<file path="src/rtl/shift_ram_burst_if.sv">
// shift_ram_burst_if: sample input, held-sample output and burst history bus
// of the correlator delay line. The slave modport is the delay line itself;
// the master modport is whoever feeds samples and consumes the burst.
interface shift_ram_burst_if #(
    parameter int DW = 8,
    parameter int AW = 6
);
    logic [DW-1:0] din;
    logic          sin;
    logic [DW-1:0] dout;
    logic          sout;
    logic [DW-1:0] dshift;
    logic          dvalid;
    logic [AW-1:0] dlag;
    logic          dfirst;
    logic          dlast;
    logic          busy;
    logic          ovf;

    modport master (
        output din, sin,
        input  dout, sout, dshift, dvalid, dlag, dfirst, dlast, busy, ovf
    );

    modport slave (
        input  din, sin,
        output dout, sout, dshift, dvalid, dlag, dfirst, dlast, busy, ovf
    );
endinterface

</file>
<file path="src/rtl/shift_ram_burst.sv">
// shift_ram_burst: RAM-based delay line for the correlator. Every accepted
// sample goes into a circular DEPTH-word RAM, then the last LAGS samples are
// streamed out newest first, tagged with their lag index. Lags beyond the
// current fill level read as zero, so the RAM itself never needs clearing.
// A sample strobe arriving while a burst is running is dropped and flagged.
// Optional feature macro: SHIFT_CLR_EN adds a synchronous clear input 'clr'.
module shift_ram_burst #(
    parameter int DW   = 8,
    parameter int AW   = 6,
    parameter int LAGS = 64
) (
    input  logic clk,
    input  logic rst_n,
`ifdef SHIFT_CLR_EN
    input  logic clr,
`endif
    shift_ram_burst_if.slave bus
);
    localparam int            DEPTH    = 1 << AW;
    localparam logic [AW-1:0] LAST_IDX = AW'(LAGS - 1);
    localparam logic [AW:0]   FULL     = (AW+1)'(DEPTH);

    typedef enum logic {
        IDLE,
        RD
    } state_t;

    state_t        state_q;
    state_t        state_d;
    logic          accept;
    logic          issue;
    logic          drop;
    logic          clr_i;

    logic [AW-1:0] wr_ptr;
    logic [AW:0]   fill;
    logic [AW-1:0] rd_idx;
    logic [AW-1:0] rd_addr;

    logic [DW-1:0] ram [DEPTH];
    logic [DW-1:0] ram_q;

    logic [DW-1:0] dout_q;
    logic          sout_q;
    logic          ovf_q;
    logic          dvalid_q;
    logic [AW-1:0] dlag_q;
    logic          mask_q;

`ifdef SHIFT_CLR_EN
    assign clr_i = clr;
`else
    assign clr_i = 1'b0;
`endif

    // Lag k lives k words behind the most recently written slot.
    assign rd_addr = wr_ptr - AW'(1) - rd_idx;

    // Next-state logic: accept a sample in IDLE, issue one read per cycle in RD; clear wins over everything.
    always_comb begin
        state_d = state_q;
        accept  = 1'b0;
        issue   = 1'b0;
        drop    = 1'b0;
        unique case (state_q)
            IDLE: begin
                if (bus.sin) begin
                    accept  = 1'b1;
                    state_d = RD;
                end
            end
            RD: begin
                issue = 1'b1;
                drop  = bus.sin;
                if (rd_idx == LAST_IDX) begin
                    state_d = IDLE;
                end
            end
            default: state_d = IDLE;
        endcase
        if (clr_i) begin
            state_d = IDLE;
            accept  = 1'b0;
            issue   = 1'b0;
            drop    = 1'b0;
        end
    end

    // State register.
    always_ff @(posedge clk or negedge rst_n) begin
        if (!rst_n) begin
            state_q <= IDLE;
        end else begin
            state_q <= state_d;
        end
    end

    // Write pointer, fill level, lag counter and the output pipeline register that travels with the RAM read.
    always_ff @(posedge clk or negedge rst_n) begin
        if (!rst_n) begin
            wr_ptr   <= '0;
            fill     <= '0;
            rd_idx   <= '0;
            dout_q   <= '0;
            sout_q   <= 1'b0;
            ovf_q    <= 1'b0;
            dvalid_q <= 1'b0;
            dlag_q   <= '0;
            mask_q   <= 1'b0;
        end else if (clr_i) begin
            wr_ptr   <= '0;
            fill     <= '0;
            rd_idx   <= '0;
            dout_q   <= '0;
            sout_q   <= 1'b0;
            ovf_q    <= 1'b0;
            dvalid_q <= 1'b0;
            dlag_q   <= '0;
            mask_q   <= 1'b0;
        end else begin
            sout_q   <= accept;
            ovf_q    <= drop;
            dvalid_q <= issue;
            dlag_q   <= issue ? rd_idx : '0;
            mask_q   <= issue && ({1'b0, rd_idx} >= fill);
            if (accept) begin
                wr_ptr <= wr_ptr + AW'(1);
                fill   <= (fill == FULL) ? FULL : fill + (AW+1)'(1);
                dout_q <= bus.din;
                rd_idx <= '0;
            end else if (issue) begin
                rd_idx <= rd_idx + AW'(1);
            end
        end
    end

    // RAM write port; contents are deliberately not reset so this maps onto block RAM.
    always_ff @(posedge clk) begin
        if (accept) begin
            ram[wr_ptr] <= bus.din;
        end
    end

    // RAM synchronous read port; its register is the data half of the output pipeline stage.
    always_ff @(posedge clk) begin
        if (issue) begin
            ram_q <= ram[rd_addr];
        end
    end

    assign bus.dout   = dout_q;
    assign bus.sout   = sout_q;
    assign bus.ovf    = ovf_q;
    assign bus.dvalid = dvalid_q;
    assign bus.dlag   = dlag_q;
    assign bus.dshift = (dvalid_q && !mask_q) ? ram_q : '0;
    assign bus.dfirst = dvalid_q && (dlag_q == '0);
    assign bus.dlast  = dvalid_q && (dlag_q == LAST_IDX);
    assign bus.busy   = (state_q != IDLE);
endmodule
</file>
<file path="src/flat_wrapper.sv">
// flat-port wrapper written by rule: the top's interface ports become plain ports
module shift_ram_burst_flat 
#(
    parameter int DW   = 8,
    parameter int AW   = 6,
    parameter int LAGS = 64
)
  (clk, rst_n, bus_din, bus_sin, bus_dout, bus_sout, bus_dshift, bus_dvalid, bus_dlag, bus_dfirst, bus_dlast, bus_busy, bus_ovf);
  shift_ram_burst_if #(.DW(DW), .AW(AW)) bus_i ();
  input  logic clk;
  input  logic rst_n;
  input wire logic [$bits(bus_i.din)-1:0] bus_din;
  input wire logic [$bits(bus_i.sin)-1:0] bus_sin;
  output wire logic [$bits(bus_i.dout)-1:0] bus_dout;
  output wire logic [$bits(bus_i.sout)-1:0] bus_sout;
  output wire logic [$bits(bus_i.dshift)-1:0] bus_dshift;
  output wire logic [$bits(bus_i.dvalid)-1:0] bus_dvalid;
  output wire logic [$bits(bus_i.dlag)-1:0] bus_dlag;
  output wire logic [$bits(bus_i.dfirst)-1:0] bus_dfirst;
  output wire logic [$bits(bus_i.dlast)-1:0] bus_dlast;
  output wire logic [$bits(bus_i.busy)-1:0] bus_busy;
  output wire logic [$bits(bus_i.ovf)-1:0] bus_ovf;
  assign bus_i.din = bus_din;
  assign bus_i.sin = bus_sin;
  assign bus_dout = bus_i.dout;
  assign bus_sout = bus_i.sout;
  assign bus_dshift = bus_i.dshift;
  assign bus_dvalid = bus_i.dvalid;
  assign bus_dlag = bus_i.dlag;
  assign bus_dfirst = bus_i.dfirst;
  assign bus_dlast = bus_i.dlast;
  assign bus_busy = bus_i.busy;
  assign bus_ovf = bus_i.ovf;
  shift_ram_burst #(.DW(DW), .AW(AW), .LAGS(LAGS)) u_core (.clk(clk), .rst_n(rst_n), .bus(bus_i));
endmodule
</file>
<file path="config.mk">
export PLATFORM = sky130hd
export DESIGN_NAME = shift_ram_burst_flat
export DESIGN_NICKNAME = d
export VERILOG_FILES = /design/src/rtl/shift_ram_burst_if.sv /design/src/rtl/shift_ram_burst.sv /design/src/flat_wrapper.sv
export SDC_FILE = /design/constraint.sdc
export NUM_CORES = 1
export LEC_CHECK = 0
export CORE_MARGIN = 2
export CORE_UTILIZATION = 28
export CTS_CLUSTER_SIZE = 12
export DETAILED_ROUTE_END_ITERATION = 7
export PLACE_DENSITY = 0.44
export REMOVE_ABC_BUFFERS = 1
export SLEW_MARGIN = 15
export SYNTH_ARGS = -nofsm -noshare
export SYNTH_HDL_FRONTEND = slang
export SYNTH_SLANG_ARGS = --single-unit
</file>
<file path="constraint.sdc">
create_clock -name clk -period 2.8 [get_ports clk]
set_input_delay 0.56 -clock clk [delete_from_list [all_inputs] [get_ports clk]]
set_output_delay 0.56 -clock clk [all_outputs]
set_load 0.02 [all_outputs]
</file>
# == Word level (Yosys, flattened, before mapping) ==
# Memories as Yosys holds them, arrays and structs flattened. A register that Yosys moved wholly into a read port is not among the register bits.
# Index checks and enable logic that the tools add are counted.
# totals
input_bits,11
word_cells,41
reg_bits,38
ram_bits,512
memories,1
out_inout_bits,28
# mem_list
memory,depth,width,rd,rd_clocked_by_memory_dff,write_ports,line_no,source
u_core.ram,64,8,1,1,1,shift_ram_burst.sv:40,logic [DW-1:0] ram [DEPTH];
# op_classes
n_lt_le_gt_ge,1
eq_ne,3
mux,13
n_bitwise,1
reduce_logical,7
addsub,5
# ops
operator,n
two-way mux 6 bit,3
adder 6 x 1 -> 6 bit (second input constant),2
== test 6 bit (second input constant),2
two-way mux 8 bit,1
adder 7 x 1 -> 7 bit (second input constant),1
== test 7 bit (second input constant),1
greater-or-equal comparator 6 x 7 -> 1 bit,1
two-way mux 1 bit,7
two-way mux 7 bit,1
logical NOT 6 bit,1
subtractor 6 x 1 -> 6 bit (second input constant),1
subtractor 6 bit,1
logical AND 1 bit,4
case mux 1 bit (2 select lines),1
nonzero test 2 bit,1
logical NOT 1 bit,1
NOT 1 bit,1

# == Depth between registers and ports, before layout ==
# Gate-level depths: netlist (run 1).
# logic_depth
word_depth,4
depth_mapped,11
ltp_nobuf,9

# == Worst setup path before layout (run 1) ==
# No wires, ideal clock.
# synth_timing
kind,reg2reg
start,register u_core.wr_ptr[0]
end,register u_core.ram_q[3] (read register of u_core.ram) (data pin)
arrival_time_ns,2.645
synth_period_minus_slack_ns,2.905
path_stages_with_launch,10
setup_slack_ns,-0.105
setup_ns,0.261
t_required_ns,2.539
n_path_buf,3
cell_sequence,dfrtp_1 > ha_1 > fa_1 > buf_2 > buf_2 > buf_1 > mux4_2 > nand2_1 > a31oi_1 > a221o_1
# synth_between
elab_chain_len,2
# synth_rtl
element,line_no,source
from (decl),shift_ram_burst.sv:35,logic [AW-1:0] wr_ptr;
from (signal assigned),shift_ram_burst.sv:127,wr_ptr <= wr_ptr + AW'(1);
subtractor 6 x 1 -> 6 bit,shift_ram_burst.sv:57,assign rd_addr = wr_ptr - AW'(1) - rd_idx;
subtractor 6 bit,shift_ram_burst.sv:57,
to (decl),shift_ram_burst.sv:41,logic [DW-1:0] ram_q;
# No other way between the ends.
# A chain may end at the register's enable or synchronous reset.

# == Final worst setup path (run 1) ==
# layout_timing
start,register u_core.wr_ptr[0]
end,register u_core.ram_q[1] (read register of u_core.ram) (data pin)
# Same word-level chain as after synthesis.

==> results.md, run 1 <==
- The flow ran to the end, but the final reports show violations.
- The checks that failed: negative setup slack.
- The kind of critical path is flop to flop.
- Buffers inserted to repair hold after CTS numbered 0.
- The power share of the clock group is between 20% and 30%.
- The CTS H-tree depth is 2.
- The endpoint required time on the critical path is between 3 and 4 ns.
- After filler insertion, the fill cell instance count of the layout stands at 7,379.
- The number of DRC markers after the initial detailed-route iteration is 861.
- Net switching is 34.2% of the power.
- The count of antenna-violating nets left after detailed routing is 0.
- Entering global routing, the biggest net connects 66 pins.
- The starting density of the core is between 20% and 30%.
- The number of global-route vias before repair is 11,900.
- Summing all placed instances gives a cell area of 0.0252 mm^2.
- The area used by multi-input combinational logic is 0.00548 mm^2.
- The wire length per cell after detailed routing is approximately 23 um.
- Along the worst path, the maximum fanout reaches 8.
- The final number of max-transition violations came to 0.
- The combinational fraction of design power is 52.6%.
- The number of hold violations in the final report came to 0.
- Buffers placed on the I/O ports in this run total 38.
- The via total after detailed routing is 11,400.
- The start point of the critical path is u_core.wr_ptr[0]$_DFFE_PN0P_.
- The cell-internal power is 24.4 mW.
- The floorplan step defined a die boundary enclosing 0.0816 mm^2.
- The clock net in this run drives a total of between 500 and 600 sinks.
- Synthesis inferred 558 register bits.
- The synthesis-to-layout area growth is 24.7%.
- On the final layout, the worst clock skew is between 0.02 and 0.03 ns.
- Measured against its own limit, the worst slew margin works out to 37.8%.
- The post-synthesis async set-or-reset flop share is 6.81%.
- Ranked by total cell area, the synthesized netlist is headed by sky130_fd_sc_hd__edfxtp_1, sky130_fd_sc_hd__mux4_2, sky130_fd_sc_hd__dfrtp_1.
- The root buffer selected by CTS is sky130_fd_sc_hd__clkbuf_16.
- The post-synthesis instance total is 1,130.
- Setup repair after global routing could not meet its margin everywhere.
- Setup violations remaining at the end of the flow were counted as 8.
- The mean post-synth cell area is approximately 20 um^2.
- The kind of path behind the tightest hold check is primary input to async pin.
- The chip width is 286 um.
- The total detailed-routing wirelength is roughly 57,000 um.
- In this run the static leakage power is 9.36 nW.
- The number of nets in the final layout is 1,405.
- The number of different library cells used by synthesis comes to 47.
- The number of detailed-route iterations in the first pass is 7.
- The initial antenna violation count came to 2.
- The CTS tree is built.
- The critical path startpoint category is a flop.
- The worst register-to-register path begins at u_core.wr_ptr[0]$_DFFE_PN0P_.
- The number of diodes is 0.
- The sequential group share of total power is 26.1%.
- The least setup slack across all paths after layout is -0.442 ns.
- The boundary pin count is 39.
- The later-pin clock latency in the skew report is 0.64 ns.
- The core area is 0.0787 mm^2.
- The maximum VDD drop is 833 uV.
- Sequential elements use 74.6% of the synthesized area.
- The clock transition at the register clock pins on the worst setup and hold paths after CTS is 0.06 ns.
- Summed over all instances, the cell type with the most area after synthesis is sky130_fd_sc_hd__edfxtp_1.
- The post-route cell area is 0.0277 mm^2.
- The number of core rows is 103.
- The share of cells above drive strength 1 is 33.0%.
- The power per cell area is 1340 mW/mm^2.
- For this run, design rule violations remaining after detail routing come to 0.
- The die span in y is around 290 um.
- Global routing consumed, over all layers together, between 10 and 15% of the routing resources.
- The average via count per standard cell is between 4 and 5.
- The routability-driven placement congestion ratio is 0.767.
- The register cell area after layout is 0.0166 mm^2.
- The total global routing overflow is 0.
- The number of synthesized flops with an enable pin is 520.
- The first global-routing pass estimated approximately 82,000 um of wire.
- The post-DP HPWL is 35,600 um.
- The cell depth of the worst flop-to-flop path is 10.
- The post-synthesis instance area is 0.0222 mm^2.
- The number of clock buffers added by TritonCTS is 61.
- The endpoint class of the critical path is a flop.
- The main flop type after synthesis is sky130_fd_sc_hd__edfxtp_1.
- Measured on the finished design, the core utilization comes to 35.2%.
- For this run, the number of Yosys warnings is 0.
- Derived from the worst setup path, the maximum achievable clock frequency is 308 MHz.
- The data arrival time at the worst-slack endpoint is 3.62 ns.
- Max-cap violations in this run came to 0.
- The maximum buffer depth of the clock tree is 3.
- For the pin with the worst max-slew slack, the measured transition is 0.933 ns.
- In this run the power spent charging and discharging nets is between 10 and 15 mW.
- The share of the synthesized area in the top cell type is between 70% and 80%.
- The smallest clock period supported by the final layout is computed as approximately 3.2 ns.
- After layout, the worst path uses 116% of the clock period.
==> path summary, 6_finish.rpt <==
kind / endpoint / slack [ns]
hold / removal: u_core.wr_ptr[0]$_DFFE_PN0P_ / 0.07
max in group asynchronous: u_core.bus.dlag[3]$_DFF_PN0_ / 2.13
hold reg to reg: u_core.bus.dout[0]$_DFFE_PN0P_ / 0.48
min in group clk: u_core.ram[0][6]$_DFFE_PP_ / 0.17
setup / recovery: u_core.ram_q[1]$_DFFE_PP_ / -0.44
setup reg to reg: u_core.ram_q[1]$_DFFE_PP_ / -0.44
==> Yosys cell counts (9+ instances only) <==
cell,number
sky130_fd_sc_hd__buf_2,16
sky130_fd_sc_hd__a31oi_1,16
sky130_fd_sc_hd__o22ai_1,9
sky130_fd_sc_hd__and2_1,30
sky130_fd_sc_hd__a211oi_1,18
sky130_fd_sc_hd__ha_1,15
sky130_fd_sc_hd__xnor2_1,11
sky130_fd_sc_hd__edfxtp_1,520
sky130_fd_sc_hd__nor2_1,71
sky130_fd_sc_hd__clkbuf_1,16
sky130_fd_sc_hd__mux4_2,128
sky130_fd_sc_hd__mux2_2,15
sky130_fd_sc_hd__inv_1,12
sky130_fd_sc_hd__mux2i_1,33
sky130_fd_sc_hd__nand3_1,11
sky130_fd_sc_hd__dfrtp_1,38
sky130_fd_sc_hd__nand2_1,74
==> cells in the final DEF, fill, tap and decap left out, types with 22 or more instances in the layout <==
master,Yosys,routed
sky130_fd_sc_hd__and2_1,30,28
sky130_fd_sc_hd__clkdlybuf4s50_1,0,22
sky130_fd_sc_hd__clkbuf_16,0,66
sky130_fd_sc_hd__clkbuf_1,16,22
sky130_fd_sc_hd__nand2_1,74,73
sky130_fd_sc_hd__mux2i_1,33,30
sky130_fd_sc_hd__dfrtp_1,38,38
sky130_fd_sc_hd__mux4_2,128,128
sky130_fd_sc_hd__buf_12,0,23
sky130_fd_sc_hd__buf_4,8,169
sky130_fd_sc_hd__nor2_1,71,71
sky130_fd_sc_hd__edfxtp_1,520,520
==> area by class of cell <==
class,count,share of cell area (%)
Clock buffer,84,5.86
Clock inverter,32,1.25
Inverter,12,0.163
Multi-Input combinational cell,502,19.8
Sequential cell,558,59.8
Tap cell,1050,4.74
Timing Repair Buffer,243,8.40
==> routing by layer <==
metal | up-vias | wire (um) | GRT usage [%]
li1 | 5060 | - | -
met1 | 6069 | 26000 | 19.0
met2 | 218 | 27300 | 22.6
met3 | 82 | 2050 | 1.75
met4 | 0 | 1400 | 4.27
met5 | - | 0 | 0
==> logic make-up (layout without fill, tap and decap cells) <==
family | after synthesis | after routing | synth area share (%)
AND/OR/NAND/NOR | 225 | 225 | 4.67
multiplexers | 177 | 177 | 15.3
XOR/XNOR | 13 | 13 | 0.597
AO/OA/AOI/OAI | 71 | 71 | 2.26
buffers and inverters | 70 | 371 | 1.69
flip-flops | 558 | 558 | 74.6
adder cells (fa/ha/maj) | 16 | 16 | 0.935
==> flip-flops by register name, summed over array words and instances (netlist names) <==
signal / count
u_core.ram: 512
u_core.mask_q: 1
u_core.bus.dout: 8
u_core.wr_ptr: 6
u_core.rd_idx: 6
u_core.bus.dlag: 6
u_core.fill: 7
u_core.bus.sout: 1
u_core.bus.busy: 1
u_core.bus.ovf: 1
u_core.bus.dvalid: 1
u_core.ram_q: 8
==> worst max-delay path: stages (launching register included) <==
cell,delay [ns]
sky130_fd_sc_hd__dfrtp_1,0.41
sky130_fd_sc_hd__ha_4,0.18
sky130_fd_sc_hd__fa_4,0.86
sky130_fd_sc_hd__buf_12,0.14
sky130_fd_sc_hd__clkbuf_16,0.16
sky130_fd_sc_hd__buf_4,0.11
sky130_fd_sc_hd__mux4_2,0.31
sky130_fd_sc_hd__a211oi_2,0.25
sky130_fd_sc_hd__buf_4,0.15
sky130_fd_sc_hd__a31oi_1,0.06
sky130_fd_sc_hd__a221o_1,0.34
==> through the flow <==
step | TNS (ns) | hold WS (ns) | cells | power, mW | setup WS, ns
floorplan | -35.76 | 0.264 | 1072 | 15.5 | -4.27
global placement | -3.48 | 0.462 | 2344 | 27.3 | -0.467
CTS | -3.27 | 0.0766 | 2463 | 35.8 | -0.432
finish | -3.38 | 0.0657 | 2481 | 37.1 | -0.442
detailed placement | -3.68 | 0.470 | 2344 | 27.4 | -0.492
global route | -3.96 | 0.131 | 2481 | 39.0 | -0.523
==> power groups by stage <==
stage          Sequential [mW]  Clock, mW  Combinational (mW)
3_5_place_dp              9.85          0                17.5
6_report                  9.66       7.89                19.5
3_3_place_gp              9.85          0                17.5
5_1_grt                   9.70       8.40                20.9
2_1_floorplan             9.92          0                5.56
4_1_cts                   9.68       8.11                18.0
==> what timing repair did <==
| item | CTS | global route |
|---|---|---|
| cloned | 1 | 5 |
| pin swaps | 0 | 16 |
| resized for setup | 17 | 38 |
| endpoints found under the setup margin | 15 | 8 |
| setup buffers | 2 | 14 |
(Power assumes the default switching activity.)
==> run 2: changes to the inputs <==
--- a/config.mk
+++ b/config.mk
@@ -9,7 +9,6 @@
 export CORE_UTILIZATION = 28
 export CTS_CLUSTER_SIZE = 12
 export DETAILED_ROUTE_END_ITERATION = 7
-export PLACE_DENSITY = 0.44
 export REMOVE_ABC_BUFFERS = 1
 export SLEW_MARGIN = 15
 export SYNTH_ARGS = -nofsm -noshare
==> run 2 against run 1 <==
- the flow still finishes with violations (negative setup slack)
- global-route usage is 0.84 points lower
- first-iteration DRC count is 25% higher
- sequential power barely moved
- total power fell by 3.0%
- final area fell by 1.3%
- critical path type unchanged
- critical endpoint is now u_core.ram_q[3]$_DFFE_PP_
==> results.md, run 2 (same netlist as run 1, synthesis figures left out) <==
- The run finished, with violations left.
- The final reports fail on negative setup slack.
- The area growth from synthesis to layout is 23.1%.
- The CTS H-tree depth is 2 (unchanged).
- The worst setup path is launched from a flop.
- The least setup slack across all paths after layout is -0.409 ns (+0.0332 ns).
- The filler cell count in the final layout is 7,302 (-1.0%).
- The later-pin clock latency in the skew report is 0.62 ns (-0.02 ns).
- The routability-driven placement congestion ratio is 0.816 (+6.4%).
- The count of antenna-violating nets left after detailed routing was 0 (unchanged).
- The number of hold violations in the final report is 0 (unchanged).
- The maximum buffer depth of the clock tree is 3 (unchanged).
- The slowest stage of the critical path is the sky130_fd_sc_hd__fa_4 cell.
- The register name with the most flops is u_core.ram.
- The maximum VDD drop is 823 uV (-1.3%).
- The actual transition at the worst max-transition pin is 0.944 ns (+0.0110 ns).
- The die span in y is 286 um (unchanged).
- The number of cells in the design after placement is 2,320 (-1.0%).
- The peak fanout along the critical path was 8 (unchanged).
- The clock buffer count from CTS is 59 (-3.3%).
- The kind of path behind the tightest hold check is primary input to async pin.
- The final number of setup-violating endpoints came to 8 (unchanged).
- The final routed DRC violation total is 0 (unchanged).
- The full die area was 0.0816 mm^2 (unchanged).
- The clock transition at the register clock pins on the worst setup and hold paths after CTS is 0.06 ns (about the same).
- The total track usage came to 12.9% (-0.84 points).
- The data arrival time at the worst-slack endpoint was 3.58 ns (-0.04 ns).
- The number of detailed-route iterations in the first pass is 6 (-1).
- The reported leakage power is 9.20 nW (-1.7%).
- The worst slew margin relative to its limit came to 36.9% (-0.86 points).
- The pin count of the biggest net entering global routing was 66 (unchanged).
- The number of diodes is 0 (unchanged).
- The number of I/O port buffers was 38 (unchanged).
- The number of nets in the final layout was 1,371 (-2.4%).
- The signal on the critical path passes through ha_4 -> fa_4 -> buf_8 -> buf_12 -> buf_4 -> mux4_2 -> mux2i_1 -> mux2_4 -> o22ai_1 -> a221o_1.
- The root buffer cell chosen for the clock tree is sky130_fd_sc_hd__clkbuf_16.
- Leaving out fill and tap cells, the most frequent cell in the layout is sky130_fd_sc_hd__edfxtp_1.
- The max-cap violation count was 0 (unchanged).
- The boundary pin count is 39 (unchanged).
- The count of non-filler cells in the finished layout is 2,435 (-1.9%).
- The worst stage delay on the critical path came to 0.81 ns (-0.05 ns).
- The library cells used most frequently in the layout, excluding fill and tap cells, are sky130_fd_sc_hd__edfxtp_1, sky130_fd_sc_hd__buf_4, sky130_fd_sc_hd__mux4_2, sky130_fd_sc_hd__nand2_1, sky130_fd_sc_hd__nor2_1.
- The endpoint class of the critical path is a flop.
- The CTS tree is built.
- The number of core rows is 103 (unchanged).
- The post-route cell area was 0.0274 mm^2 (-1.3%).
- The worst slack on hold paths is 0.0501 ns (-0.0157 ns).
- The number of DRC markers after the initial detailed-route iteration is 1,072 (+25%).
- The global-route wire length before repair came to 78,900 um (-4.1%).
- The total global routing overflow is 0 (unchanged).
- The total detailed-routing wirelength is 53,000 um (-6.5%).
- The total placed instance area is 0.0251 mm^2 (-0.61%).
- The flip-flop count of the largest register after layout was 512 (unchanged).
- The number of global-route vias before repair is 11,900 (+0.38%).
- The chip width is 286 um (unchanged).
- The critical path is of the flop to flop type.
- The share of cells above drive strength 1 is 31.7% (-1.3 points).
- The power consumption is 35.9 mW (-3.0%).
- The wire length per cell after detailed routing is 21.8 um (-4.7%).
- The maximum clock frequency was 312 MHz (+1.0%).
- Setup repair after global routing could not meet its margin everywhere.
- The minimum clock period after layout is 3.21 ns (-0.0332 ns).
- The total number of clock tree sinks is 558 (unchanged).
- The sum of negative setup slack is -3.11 ns (+0.276 ns).
- The final core utilization is 34.7% (-0.44 points).
- The average via count per standard cell was 4.72 (+2.4%).
- The final number of max-transition violations is 0 (unchanged).
- The via total after detailed routing is 11,500 (+0.54%).
- The starting density of the core is 28.2% (unchanged).
- The endpoint required time on the critical path came to 3.17 ns (about the same).
- The final critical-path share of the clock period is 115% (-1.2 points).
- The post-placement setup slack was -0.567 ns (-0.0752 ns).
- The post-DP HPWL is 34,000 um (-4.7%).
- The largest clock skew in the final design is 0.0159 ns (-0.0107 ns).
- The core area is 0.0787 mm^2 (unchanged).
- The power per cell area came to 1310 mW/mm^2 (-1.8%).
- The initial antenna violation count is 2 (unchanged).
[run 2: changes by cell type in the layout (fill, tap and decap cells not counted), sizes merged, moves of 2 or more]
cell and change:
clkbuf -13, bufinv -3, dlymetal6s2s +4, clkinv -2, buf -28, dlygate4sd2 -3
[run 2: path summary, 6_finish.rpt]
check / from / to / slack, ns / depth (start not counted)
max in group asynchronous: rst_n / u_core.bus.dvalid$_DFF_PN0_ / 2.17 / 1
setup / recovery: u_core.wr_ptr[0]$_DFFE_PN0P_ / u_core.ram_q[3]$_DFFE_PP_ / -0.41 / 10
hold reg to reg: u_core.bus.dout[4]$_DFFE_PN0P_ / u_core.bus.dout[4]$_DFFE_PN0P_ / 0.48 / 2
hold / removal: rst_n / u_core.bus.dout[4]$_DFFE_PN0P_ / 0.05 / 1
setup reg to reg: u_core.wr_ptr[0]$_DFFE_PN0P_ / u_core.ram_q[3]$_DFFE_PP_ / -0.41 / 10
min in group clk: bus_din[0] / u_core.bus.dout[0]$_DFFE_PN0P_ / 0.43 / 3
[run 2: where the power goes]
part	total (mW)	switching (mW)	leakage (nW)	internal (mW)
Combinational	18.8	9.12	3.15	9.72
Sequential	9.69	0.216	5.16	9.47
Clock	7.41	3.15	0.898	4.26
Total	35.9	12.5	9.20	23.4
[run 2: critical path: cells and delay by family, from the launching register on]
kind | cells | cell delay, ns
adders and majority gates | 2 | 0.99
buffers and inverters | 3 | 0.44
AOI/OAI and AO/OA | 2 | 0.42
muxes | 3 | 0.68
DFF | 1 | 0.42
[run 2: final cells by class]
type / count / area (um^2) / area share [%]
clock buffer: 75 / 1590 / 5.81
clock inverter: 27 / 238 / 0.869
tap: 1050 / 1310 / 4.80
inverter: 12 / 45.0 / 0.165
multi-input combinational: 502 / 5540 / 20.3
timing repair buffer: 211 / 2060 / 7.52
sequential: 558 / 16600 / 60.6
[run 2: per-layer routing]
metal	vias up	track usage, %	share of wire (%)
li1	4979	-	-
met1	6075	17.6	44
met2	368	20.2	47
met3	69	3.60	7.4
met4	0	3.87	2.3
met5	-	0	0
[run 2: timing repair]
action / CTS / global route
gates cloned: 3 / 1
pin swaps: 2 / 3
setup buffers: 9 / 1
setup endpoints to repair: 12 / 12
hold buffers: 0 / 0
resized for setup: 52 / 16
==> run 3: changes to the inputs <==
--- a/config.mk
+++ b/config.mk
@@ -9,6 +9,7 @@
 export CORE_UTILIZATION = 28
 export CTS_CLUSTER_SIZE = 12
 export DETAILED_ROUTE_END_ITERATION = 7
+export DONT_BUFFER_PORTS = 1
 export REMOVE_ABC_BUFFERS = 1
 export SLEW_MARGIN = 15
 export SYNTH_ARGS = -nofsm -noshare
==> run 3 against run 2 <==
- the flow still finishes with violations (negative setup slack)
- highest routed layer unchanged
- total power shrank 3.7%
- sequential cell count is the same
- core utilization shrank 0.99 points
- hold slack lost 0.012 ns
- maximum frequency grew 0.35%
- die area is the same
- cell count shrank 2.5%
- via count shrank 0.83%
- largest power group unchanged
- clock skew grew 0.015 ns
- first-iteration DRC count shrank 4.0%
==> results.md, run 3 (same netlist as run 1, synthesis figures left out) <==
- The total detailed-routing wirelength is 53,400 um (+0.80%).
- The number of core rows is 103 (unchanged).
- In the layout the commonest cells are sky130_fd_sc_hd__edfxtp_1, sky130_fd_sc_hd__buf_4, sky130_fd_sc_hd__mux4_2, sky130_fd_sc_hd__nand2_1, sky130_fd_sc_hd__nor2_1.
- The reported leakage power is 8.76 nW (-4.8%).
- The register with the most flip-flops in the final layout is u_core.ram.
- The number of detailed-route iterations in the first pass was 5 (-1).
- The count of antenna-violating nets left after detailed routing is 0 (unchanged).
- The flip-flop count of the largest register after layout is 512 (unchanged).
- The number of nets in the final layout came to 1,319 (-3.8%).
- The share of cells above drive strength 1 is 29.9% (-1.8 points).
- The number of I/O port buffers is 0 (-100%).
- The checks that failed: negative setup slack.
- In this run the critical register-to-register path is launched from u_core.rd_idx[0]$_DFFE_PN0P_.
- The endpoint required time on the critical path is 3.16 ns (about the same).
- The via total after detailed routing was 11,400 (-0.83%).
- The worst hold path was traced through 0 stages.
- The number of diodes came to 0 (unchanged).
- The chip width is 286 um (unchanged).
- The signal on the critical path passes through inv_2 -> ha_4 -> fa_4 -> buf_12 -> buf_4 -> mux4_2 -> and2_0 -> a211oi_1 -> a31oi_1 -> a221o_1.
- The CTS H-tree depth is 2 (unchanged).
- The least setup slack across all paths after layout was -0.398 ns (+0.0111 ns).
- The final core utilization was 33.7% (-0.99 points).
- The die span in y is 286 um (unchanged).
- The minimum clock period after layout came to 3.20 ns (-0.0111 ns).
- The total track usage was 13.0% (+0.091 points).
- The core area is 0.0787 mm^2 (unchanged).
- The count of non-filler cells in the finished layout is 2,373 (-2.5%).
- The number of cells in the design after placement came to 2,269 (-2.2%).
- The clock buffer count from CTS is 56 (-5.1%).
- The global-route wire length before repair came to 79,100 um (+0.29%).
- The CTS tree is built.
- The full die area is 0.0816 mm^2 (unchanged).
- The pin count of the biggest net entering global routing is 66 (unchanged).
- The critical path startpoint category is a flop.
- The setup path with the least slack is of type flop to flop.
- The final critical-path share of the clock period came to 114% (-0.40 points).
- The worst reg2reg path endpoint is u_core.ram_q[5]$_DFFE_PP_.
- The maximum buffer depth of the clock tree was 3 (unchanged).
- The kind of path behind the tightest hold check is primary input to flop.
- The peak fanout along the critical path was 17 (+9).
- The endpoint of the worst hold path is u_core.ram[4][0]$_DFFE_PP_.
- The max-cap violation count is 0 (unchanged).
- The most common library cell in the layout ignoring fill and taps is sky130_fd_sc_hd__edfxtp_1.
- The clock transition at the register clock pins on the worst setup and hold paths after CTS is 0.06 ns (about the same).
- The number of global-route vias before repair came to 11,800 (-1.0%).
- The power consumption is 34.6 mW (-3.7%).
- The root buffer selected by CTS is sky130_fd_sc_hd__clkbuf_16.
- The synthesis-to-layout area growth is 19.6%.
- The cell depth of the worst flop-to-flop path came to 10 (unchanged).
- The number of hold violations in the final report is 0 (unchanged).
- The starting density of the core is 28.2% (unchanged).
- The worst slack on hold paths is 0.0376 ns (-0.0124 ns).
- The worst slew margin relative to its limit was 43.3% (+6.4 points).
- The number of DRC markers after the initial detailed-route iteration came to 1,029 (-4.0%).
- The wire length per cell after detailed routing is 22.5 um (+3.4%).
- The final number of setup-violating endpoints is 8 (unchanged).
- The routability-driven placement congestion ratio came to 0.820 (+0.44%).
- The data arrival time at the worst-slack endpoint is 3.56 ns (-0.02 ns).
- The later-pin clock latency in the skew report came to 0.64 ns (+0.02 ns).
- The reg2reg setup slack was -0.40 ns (about the same).
- For this design, the slowest cell found on the critical path is sky130_fd_sc_hd__fa_4.
- In this run the most critical hold path is launched from bus_din[0].
- The initial antenna violation count is 2 (unchanged).
- The actual transition at the worst max-transition pin is 0.847 ns (-0.0970 ns).
- The maximum clock frequency is 313 MHz (+0.35%).
- The maximum VDD drop came to 824 uV (+0.19%).
- The worst stage delay on the critical path is 0.79 ns (-0.02 ns).
- The power per cell area came to 1300 mW/mm^2 (-0.84%).
- The final number of max-transition violations is 0 (unchanged).
- The endpoint class of the critical path is a flop.
- The largest clock skew in the final design is 0.0308 ns (+0.0149 ns).
- The total number of clock tree sinks came to 558 (unchanged).
- The flow ran to the end, but the final reports show violations.
- Setup repair after global routing could not meet its margin everywhere.
- The boundary pin count came to 39 (unchanged).
- The final routed DRC violation total is 0 (unchanged).
- The total global routing overflow is 0 (unchanged).
- The post-DP HPWL is 33,300 um (-2.0%).
- The average via count per standard cell came to 4.80 (+1.8%).
==> run 3: cell types whose count changed in the layout (fill, tap and decap cells not counted), sizes merged, moves of 2 or more <==
| cell | before | now |
|---|---|---|
| buf | 181 | 157 |
| clkdlybuf4s50 | 21 | 0 |
| clkinv | 22 | 13 |
| clkbuf | 76 | 72 |
| dlygate4sd2 | 4 | 0 |
| dlygate4sd3 | 0 | 4 |
| dlymetal6s2s | 4 | 0 |
| bufinv | 3 | 1 |
==> run 3: report_power, final <==
part / total [mW] / internal (mW) / switching, mW
combinational: 18.0 / 9.19 / 8.78
sequential: 9.81 / 9.47 / 0.341
clock: 6.85 / 3.75 / 3.09
total: 34.6 / 22.4 / 12.2
==> run 3: worst max path at each step <==
stage / startpoint / end / slack [ns]
after global routing: u_core.rd_idx[0]$_DFFE_PN0P_ / u_core.ram_q[5]$_DFFE_PP_ / -0.48
after CTS: u_core.rd_idx[0]$_DFFE_PN0P_ / u_core.ram_q[5]$_DFFE_PP_ / -0.40
after detailed placement: u_core.rd_idx[0]$_DFFE_PN0P_ / u_core.ram_q[6]$_DFFE_PP_ / -0.48
after global placement: u_core.rd_idx[0]$_DFFE_PN0P_ / u_core.ram_q[7]$_DFFE_PP_ / -0.48
after floorplan: u_core.wr_ptr[0]$_DFFE_PN0P_ / u_core.ram_q[0]$_DFFE_PP_ / -4.27
final: u_core.rd_idx[0]$_DFFE_PN0P_ / u_core.ram_q[5]$_DFFE_PP_ / -0.40
==> run 3: area by class of cell <==
| type | instances | area, um^2 |
|---|---|---|
| well taps | 1050 | 1310 |
| multi-input cells | 502 | 5480 |
| inverters | 12 | 45.0 |
| fillers | 7345 | 52200 |
| clock inverters | 18 | 164 |
| clock buffers | 71 | 1460 |
| repair buffers | 162 | 1540 |
| flip-flops and latches | 558 | 16600 |
==> run 3: routing by layer <==
| metal | up-vias | global-route usage (%) | share of wire, % |
|---|---|---|---|
| li1 | 4863 | - | - |
| met2 | 358 | 21.3 | 49 |
| met5 | - | 0 | 0 |
| met3 | 66 | 2.70 | 6.4 |
| met4 | 0 | 3.08 | 1.8 |
| met1 | 6109 | 17.8 | 43 |
==> run 3: repair_timing <==
item | 4_1_cts | 5_1_grt
hold buffers | 4 | 1
endpoints found under the setup margin | 12 | 8
hold endpoints to repair | 47 | 1
buffers inserted | 6 | 2
pin swaps | 1 | 1
gates resized for setup | 28 | 17
gates cloned | 1 | 1
==> run 3: through the flow <==
step / TNS (ns) / cell area, um^2 / worst slack (ns)
after detailed placement: -3.45 / 24600 / -0.476
after global placement: -3.45 / 24600 / -0.477
final: -2.92 / 26600 / -0.398
after global routing: -3.71 / 26600 / -0.484
after floorplan: -35.76 / 21900 / -4.27
after CTS: -2.96 / 26400 / -0.401
==> run 3: worst max-delay path, delay by kind of cell (launching register included) <==
family                     cells  cell delay, ns
buffers and inverters          3            0.40
and+or+nand+nor                1            0.18
DFF                            1            0.37
AOI/OAI and AO/OA              3            0.75
adders and majority gates      2            0.95
muxes                          1            0.27
